<file path="src/rtl/mouse_transmitter.sv">
// PS/2 host-to-mouse byte transmitter.
// Inhibits the clock, issues a request-to-send, shifts out 8 data bits, parity and stop, checks the ACK.
module mouse_transmitter #(
  parameter int INHIBIT_CYCLES = 10000,
  parameter int TIMEOUT_CYCLES = 2000000
) (
  input  logic       CLK,
  input  logic       RESET,
  input  logic       CLK_MOUSE_IN,
  output logic       CLK_MOUSE_OUT_EN,
  input  logic       DATA_MOUSE_IN,
  output logic       DATA_MOUSE_OUT,
  output logic       DATA_MOUSE_OUT_EN,
  input  logic       SEND_BYTE,
  input  logic [7:0] BYTE_TO_SEND,
  output logic       BUSY,
  output logic       BYTE_SENT,
  output logic       ERROR
);

  localparam int MAXC = (INHIBIT_CYCLES > TIMEOUT_CYCLES) ?
                        INHIBIT_CYCLES : TIMEOUT_CYCLES;
  localparam int CW = $clog2(MAXC + 1);
  localparam logic [CW-1:0] INH_LAST = CW'(INHIBIT_CYCLES - 1);
  localparam logic [CW-1:0] TO_LIM   = CW'(TIMEOUT_CYCLES);

  typedef enum logic [2:0] {
    S_IDLE,
    S_INHIBIT,
    S_REQUEST,
    S_DATA,
    S_PARITY,
    S_STOP,
    S_ACK,
    S_RELEASE
  } state_e;

  state_e        state_q, state_d;
  logic [CW-1:0] cnt_q;
  logic [2:0]    bit_q, bit_d;
  logic [7:0]    byte_q;
  logic          par_q;
  logic          load;
  logic          clk_meta_q, clk_sync_q, clk_prev_q;
  logic          dat_meta_q, dat_sync_q;
  logic          sent_q, sent_d;
  logic          err_q, err_d;
  logic          fall;
  logic          timeout;

  assign fall    = clk_prev_q & ~clk_sync_q;
  assign timeout = (state_q != S_IDLE) && (state_q != S_INHIBIT) &&
                   (cnt_q == TO_LIM);

  always_ff @(posedge CLK or posedge RESET) begin
    if (RESET) begin
      state_q    <= S_IDLE;
      cnt_q      <= '0;
      bit_q      <= '0;
      byte_q     <= '0;
      par_q      <= 1'b0;
      clk_meta_q <= 1'b1;
      clk_sync_q <= 1'b1;
      clk_prev_q <= 1'b1;
      dat_meta_q <= 1'b1;
      dat_sync_q <= 1'b1;
      sent_q     <= 1'b0;
      err_q      <= 1'b0;
    end else begin
      state_q    <= state_d;
      bit_q      <= bit_d;
      clk_meta_q <= CLK_MOUSE_IN;
      clk_sync_q <= clk_meta_q;
      clk_prev_q <= clk_sync_q;
      dat_meta_q <= DATA_MOUSE_IN;
      dat_sync_q <= dat_meta_q;
      sent_q     <= sent_d;
      err_q      <= err_d;
      if (state_q == S_IDLE || state_d != state_q) begin
        cnt_q <= '0;
      end else begin
        cnt_q <= cnt_q + CW'(1);
      end
      if (load) begin
        byte_q <= BYTE_TO_SEND;
        par_q  <= ~(^BYTE_TO_SEND);
      end
    end
  end

  always_comb begin
    state_d = state_q;
    bit_d   = bit_q;
    sent_d  = 1'b0;
    err_d   = 1'b0;
    load    = 1'b0;
    unique case (state_q)
      S_IDLE: begin
        if (SEND_BYTE) begin
          load    = 1'b1;
          state_d = S_INHIBIT;
        end
      end
      S_INHIBIT: begin
        if (cnt_q == INH_LAST) state_d = S_REQUEST;
      end
      S_REQUEST: begin
        if (fall) begin
          bit_d   = '0;
          state_d = S_DATA;
        end
      end
      S_DATA: begin
        if (fall) begin
          if (bit_q == 3'd7) state_d = S_PARITY;
          else bit_d = bit_q + 3'd1;
        end
      end
      S_PARITY: begin
        if (fall) state_d = S_STOP;
      end
      S_STOP: begin
        state_d = S_ACK;
      end
      S_ACK: begin
        if (fall) begin
          if (dat_sync_q) begin
            err_d   = 1'b1;
            state_d = S_IDLE;
          end else begin
            state_d = S_RELEASE;
          end
        end
      end
      S_RELEASE: begin
        if (clk_sync_q && dat_sync_q) begin
          sent_d  = 1'b1;
          state_d = S_IDLE;
        end
      end
      default: state_d = S_IDLE;
    endcase
    // A stuck bus overrides whatever the state wanted to do.
    if (timeout) begin
      state_d = S_IDLE;
      sent_d  = 1'b0;
      err_d   = 1'b1;
    end
  end

  always_comb begin
    CLK_MOUSE_OUT_EN  = 1'b0;
    DATA_MOUSE_OUT_EN = 1'b0;
    DATA_MOUSE_OUT    = 1'b1;
    unique case (state_q)
      S_INHIBIT: begin
        CLK_MOUSE_OUT_EN = 1'b1;
      end
      S_REQUEST: begin
        CLK_MOUSE_OUT_EN  = (cnt_q == '0);
        DATA_MOUSE_OUT_EN = 1'b1;
        DATA_MOUSE_OUT    = 1'b0;
      end
      S_DATA: begin
        DATA_MOUSE_OUT_EN = 1'b1;
        DATA_MOUSE_OUT    = byte_q[bit_q];
      end
      S_PARITY: begin
        DATA_MOUSE_OUT_EN = 1'b1;
        DATA_MOUSE_OUT    = par_q;
      end
      default: ;
    endcase
  end

  assign BUSY      = (state_q != S_IDLE);
  assign BYTE_SENT = sent_q;
  assign ERROR     = err_q;

endmodule

</file>
<file path="config.mk">
export PLATFORM = sky130hd
export DESIGN_NAME = mouse_transmitter
export DESIGN_NICKNAME = d
export VERILOG_FILES = /design/src/rtl/mouse_transmitter.sv
export SDC_FILE = /design/constraint.sdc
export NUM_CORES = 1
export LEC_CHECK = 0
export ABC_AREA = 1
export ABC_CLOCK_PERIOD_IN_PS = 4500
export CAP_MARGIN = 20
export CORE_UTILIZATION = 63
export CTS_BUF_LIST = sky130_fd_sc_hd__clkbuf_4 sky130_fd_sc_hd__clkbuf_8 sky130_fd_sc_hd__clkbuf_16
export DETAILED_ROUTE_END_ITERATION = 10
export PLACE_DENSITY = 0.95
export SKIP_CTS_REPAIR_TIMING = 1
export SYNTH_ARGS = -nofsm -noshare
export SYNTH_HDL_FRONTEND = slang
export SYNTH_SLANG_ARGS = --single-unit
</file>
<file path="constraint.sdc">
create_clock -name CLK -period 4.5 [get_ports CLK]
set_input_delay 0.45 -clock CLK [delete_from_list [all_inputs] [get_ports CLK]]
set_output_delay 0.45 -clock CLK [all_outputs]
set_load 0.01 [all_outputs]
</file>
==> results.toml, run 1 <==
[global_routing]
grt_pass1_wl_um = 9290
antenna_found_initial = 0
grt_pass1_vias = 2137
grt_max_degree = 44
grt.overflow.total = 0
grt_use_total_pct = 28.2

[sta]
fmax_mhz = 400
hold_viol = 0
slew_headroom_pct = 58.4
period_share_pct = 55.6
fin_skew_ns = 0.0145
period_needed_ns = 2.50
rsz0062_at_grt = "no"
maxSlewViolCount = 0
tightestPinTransition_ns = 0.621
tns_ns = 0
setup_viol = 0

[layout]
fin_nets = 371
area_growth_pct = 12.2
design_area_um2 = 2940
nFillCells = 293
final_layout_size_suffix_gt1_share_pct = 17.2
n_antenna_cell = 0
finish.utilization_pct = 73.4

[floorplanning]
die-area_um2 = 4420
ios = 19
dieWidth_um = 66.5
row_count = 23
initial_core_util_pct = 65.4
core_area_um2 = 4000
die_y_um = 66.5

[route]
dr_total_vias = 2249
wl_um = 5710
drt_iter0_markers = 259
first_pass_iters = 5
viasPerCell = 5.55
ant_nets = 0
wire_per_inst_um = 14.1
drc = 0

[setup_path]
r2r_slack_ns = 2.20
crit_chain = "nor2_1 -> nand4_1 -> nor3_1 -> a31o_2 -> clkdlybuf4s50_1"
r2r_cells = 13
cp.arrival_ns = 2.05
max_stage_delay_ns = 0.53
cp.required_ns = 4.05
worst-setup-path-type = "register to primary output"
worstSetupStartpointType = "register"
end_kind = "primary output"
crit_buf_inv = 1
crit_family = "simple AND/OR/NAND/NOR gates"
timing.rr.end = "cnt_q[20]"
r2r_start = "bit_q[0]"
cp_max_fo = 5
cpMaxStageDelayCell = "clkdlybuf4s50_1"

[yosys]
ys_ff_latch = 43
synth-main-ff-cell = "dfrtp_1"
syn_nets = 351
yosysSeqAreaShare_pct = 41.3
synth_warnings = 0
ys_types = 28
synth_cells = 334
avgSynthCellArea_um2 = 7.84
synth_area_um2 = 2620
async_reset_ff_share_pct = 100
synth_edf_count = 0

[place]
gp_congestion = 0.935
place_area_um2 = 2820
portBuffers = 18
place_hpwl_um = 4140

[clock_network]
cts_max_level = 2
cts.clk_slew.worst_paths_ns = 0.09
cts_tree = "done"
clk_latency_ns = 0.30
cts.sinks = 43
clockRootBuffer = "clkbuf_8"
clk_path_buf_depth = 2
cts_buffers = 5

[hold_path]
hold_path.startpoint = "clk_meta_q"
min_to = "clk_sync_q"
hold_path.class = "register to register"
hold_depth = 0

[run_status]
status = "finished clean"

[power]
vdd_drop_max_mv = 0.193
p_leak_nw = 1.35
power_density_nw_per_um2 = 250

[flow_run]
drv_cap = 0
## logic make-up (layout without fill, tap and decap cells)
group           Yosys count  in the layout  synth area share, %
simple gates            182            182                 32.1
buf+inv                  53             74                 8.46
compound gates           20             20                 4.78
fa+ha+maj                 4              4                 1.91
xor+xnor                 25             25                 8.37
flops                    43             43                 41.3
mux                       7              7                 3.01
## cells in the final DEF, fill, tap and decap left out, types with 2 or more instances in the layout
cell              n
o211ai_1          2
nor4_1            3
nand3_2           2
nor3_1            9
clkbuf_4          2
dfrtp_1          38
xor2_1           15
clkdlybuf4s50_1  18
mux2_2            7
xnor2_1          10
nand3_1          23
nand4_1           8
a21oi_1           4
nor2_2           26
o21ai_0          10
nand2_2           2
dfstp_2           5
nand2_1          61
clkbuf_8          5
nor2_1           47
inv_1            40
inv_2             7
ha_1              4
## where the power goes
| group | total (mW) | internal, mW | switching, mW |
|---|---|---|---|
| registers | 0.392 | 0.390 | 0.00183 |
| clock network | 0.311 | 0.178 | 0.133 |
| logic | 0.0324 | 0.0169 | 0.0154 |
| total | 0.735 | 0.585 | 0.150 |
## Yosys cell counts (all sizes together) (3+ instances only)
library cell  count  share of area, %
a21oi             4              0.76
buf               6               1.7
dfrtp            38                36
dfstp             5               5.0
ha                4               1.9
inv              47               6.7
mux2              7               3.0
nand2            64               9.7
nand3            25               5.2
nand4             8               1.9
nor2             73                13
nor3              9               1.7
nor4              3              0.72
o21ai            10               1.9
xnor2            10               3.3
xor2             15               5.0
## routing by layer
metal	GRT usage, %	vias to the layer above	part of all wire (%)
li1	-	1093	-
met1	33.6	1042	42
met2	48.5	94	50
met3	5.31	20	5.9
met4	13.6	0	2.3
met5	0	-	0
## worst max path at each step
stage / startpoint / endpoint / slack, ns / cells after the start
6_report: cnt_q[8] / CLK_MOUSE_OUT_EN / 2.00 / 5
5_1_grt: cnt_q[0] / CLK_MOUSE_OUT_EN / 1.90 / 6
4_1_cts: cnt_q[0] / CLK_MOUSE_OUT_EN / 2.01 / 6
3_5_place_dp: state_q[1] / cnt_q[20] / 2.30 / 8
3_3_place_gp: SEND_BYTE / cnt_q[20] / 2.36 / 6
2_1_floorplan: bit_q[0] / cnt_q[0] / 2.77 / 14
## state kept, by name (all words and copies together) (netlist names)
signal and cells:
bit_q 3, clk_meta_q 1, clk_sync_q 1, par_q 1, dat_meta_q 1, BYTE_SENT 1
ERROR 1, byte_q 8, dat_sync_q 1, clk_prev_q 1, cnt_q 21, state_q 3
## cell type report
class,count,area [um^2],area share [%]
multi-input cells,238,1310,44.7
flip-flops and latches,43,1080,36.9
repair buffers,19,188,6.39
inverters,47,176,6.01
clock buffers,7,83.8,2.85
well taps,50,62.6,2.13
clock inverters,1,30.0,1.02
## metrics by stage
| step | worst slack (ns) | total power [mW] | hold WS [ns] | instances |
|---|---|---|---|---|
| 2_1_floorplan | 2.77 | 0.416 | 0.345 | 334 |
| 3_3_place_gp | 2.36 | 0.431 | 0.346 | 397 |
| 3_5_place_dp | 2.30 | 0.433 | 0.349 | 397 |
| 4_1_cts | 2.01 | 0.736 | 0.359 | 405 |
| 5_1_grt | 1.90 | 0.756 | 0.367 | 405 |
| 6_report | 2.00 | 0.735 | 0.358 | 405 |
No activity file was read; power rests on OpenSTA's default activity.
==> run 2, diff against run 1 <==
- ABC_CLOCK_PERIOD_IN_PS: 4500 -> 2000
- CORE_UTILIZATION: 63 -> 53
- PLACE_DENSITY: 0.95 -> 0.86
- clock period: 4.5 -> 2 ns (I/O delays scaled with it)
==> run 2 against run 1 <==
  * The flow now finishes with violations (negative setup slack)
  * Setup slack worse by 2.1 ns
  * Hold slack lost 0.13 ns
  * Global-route usage shrank 4.7 points
  * Sequential cell count unchanged
  * Via count increased by 6.4%
  * Sequential share of layout area shrank 3.4 points
  * Register-to-register slack got worse by 2.2 ns
  * Die area rose by 18%
  * Sequential power increased by 130%
  * Utilization down 4.7 points
  * Combinational power is 140% higher
  * Clock power rose by 120%
==> results.toml, run 2 (synthesized netlist as in run 1, its figures left out) <==
[run_status]
status = "finished with violations"
violations = "negative setup slack"

[setup_path]
cpMaxStageDelayCell = "clkdlybuf4s50_1"
crit_buf_inv = 1
max_stage_delay_ns = 0.52
cp.required_ns = 1.80
crit_family = "buffers and inverters"
end_kind = "primary output"
worstSetupStartpointType = "register"
crit_chain = "nor2_4 -> nand2_1 -> nor3_2 -> a31o_2 -> clkdlybuf4s50_1"
cp_max_fo = 5
worst-setup-path-type = "register to primary output"
cp.arrival_ns = 1.93

[layout]
layout_common_cells = "nand2_1, nor2_1, inv_1"
largest_reg_flops = 21
fin_nets = 390
layout_commonest_cell = "nand2_1"
design_area_um2 = 3250
fin_cells = 441
final_layout_size_suffix_gt1_share_pct = 26.7
n_antenna_cell = 0
area_growth_pct = 24.0
finish.utilization_pct = 68.7
top_regs = "cnt_q x21, byte_q x8"
top_register = "cnt_q"
nFillCells = 353
multi_input_area_um2 = 1390
seqCellArea_um2 = 1090

[sta]
setup_viol = 2
rsz0062_at_grt = "yes"
maxSlewViolCount = 0
period_needed_ns = 2.13
tns_ns = -0.128
slew_headroom_pct = 61.6
fmax_mhz = 470
fin_skew_ns = 0.0157
period_share_pct = 106
hold_viol = 0
fin_ws_ns = -0.127
tightestPinTransition_ns = 0.575

[place]
place_hpwl_um = 4130
portBuffers = 18
gp_congestion = 0.926
dp_slack_ns = 0.111
place_inst = 426
place_area_um2 = 2960

[route]
drt_iter0_markers = 311
wl_um = 6270
drc = 0
wire_per_inst_um = 14.2
ant_nets = 0
first_pass_iters = 5
dr_total_vias = 2392
viasPerCell = 5.42

[floorplanning]
dieWidth_um = 72.3
die_y_um = 72.3
die-area_um2 = 5220
initial_core_util_pct = 55.4
row_count = 25
ios = 19
core_area_um2 = 4720

[clock_network]
cts.sinks = 43
cts_max_level = 2
cts.clk_slew.worst_paths_ns = 0.09
clockRootBuffer = "clkbuf_8"
clk_path_buf_depth = 2
cts_tree = "done"
clk_latency_ns = 0.30
cts_buffers = 5

[flow_run]
drv_cap = 0

[global_routing]
grt.overflow.total = 0
grt_use_total_pct = 23.4
antenna_found_initial = 0
grt_max_degree = 44
grt_pass1_vias = 2137
grt_pass1_wl_um = 9490

[power]
swShare_pct = 21.8
vdd_drop_max_mv = 0.362
power_density_nw_per_um2 = 510
pwr-share-comb_pct = 4.7
p_leak_nw = 1.45
p_int_mw = 1.30
p_switching_mw = 0.362
seqPwrFrac_pct = 53.2
clkPwrFrac_pct = 42.1

[hold_path]
hold_path.class = "primary input to asynchronous set/reset pin"
run 2: cell types whose count changed in the layout (fill, tap and decap cells not counted), sizes merged:
cell,delta
dlymetal6s2s,+1
clkdlybuf4s50,-1
clkinvlp,+1
clkinv,+1
buf,+17
run 2: power by group through the flow:
stage	sequential, mW	clock, mW	combinational (mW)
2_1_floorplan	0.897	0	0.0388
3_3_place_gp	0.898	0	0.0763
3_5_place_dp	0.899	0	0.0796
4_1_cts	0.882	0.706	0.0799
5_1_grt	0.883	0.738	0.0868
6_report	0.882	0.697	0.0782
run 2: worst register-to-register path, cell delays in order, from the launching register on:
cell and delay (ns):
dfrtp_1 0.43, inv_2 0.07, ha_1 0.15, nand3_2 0.09
buf_4 0.16, nor2_2 0.11, nand2_1 0.08, nor2_2 0.10
nor2_2 0.06, nand2_1 0.09, nand2_1 0.06, nand2_2 0.09
nor2_4 0.05, nand2_4 0.13, clkbuf_16 0.18, nor2_2 0.03
run 2: final timing paths:
check	startpoint	to	slack, ns	cells after the start
worst max-delay path	cnt_q[4]	CLK_MOUSE_OUT_EN	-0.13	5
worst min-delay path	RESET	byte_q[5]	0.22	3
worst max register to register	cnt_q[1]	cnt_q[17]	0	15
worst min register to register	clk_meta_q	clk_sync_q	0.36	0
max in group asynchronous	RESET	clk_sync_q	1.51	3
min in group CLK	DATA_MOUSE_IN	dat_meta_q	0.30	1
run 2: layout make-up:
type | count | share of cell area (%)
multi-input cells | 238 | 42.8
flip-flops and latches | 43 | 33.4
repair buffers | 38 | 12.2
inverters | 47 | 5.43
well taps | 67 | 2.58
clock buffers | 5 | 2.12
clock inverters | 3 | 1.43
run 2: per-layer routing:
| layer | GRT usage (%) | wire (um) | up-vias |
|---|---|---|---|
| li1 | - | - | 1132 |
| met3 | 3.89 | 343 | 27 |
| met4 | 11.1 | 197 | 0 |
| met2 | 37.5 | 3100 | 104 |
| met1 | 31.0 | 2620 | 1129 |
| met5 | 0 | 0 | - |
run 2: stage by stage:
step	power, mW	hold WS (ns)
after floorplan	0.936	0.204
after global placement	0.975	0.346
after detailed placement	0.978	0.351
after CTS	1.67	0.243
after global routing	1.71	0.271
final	1.66	0.223
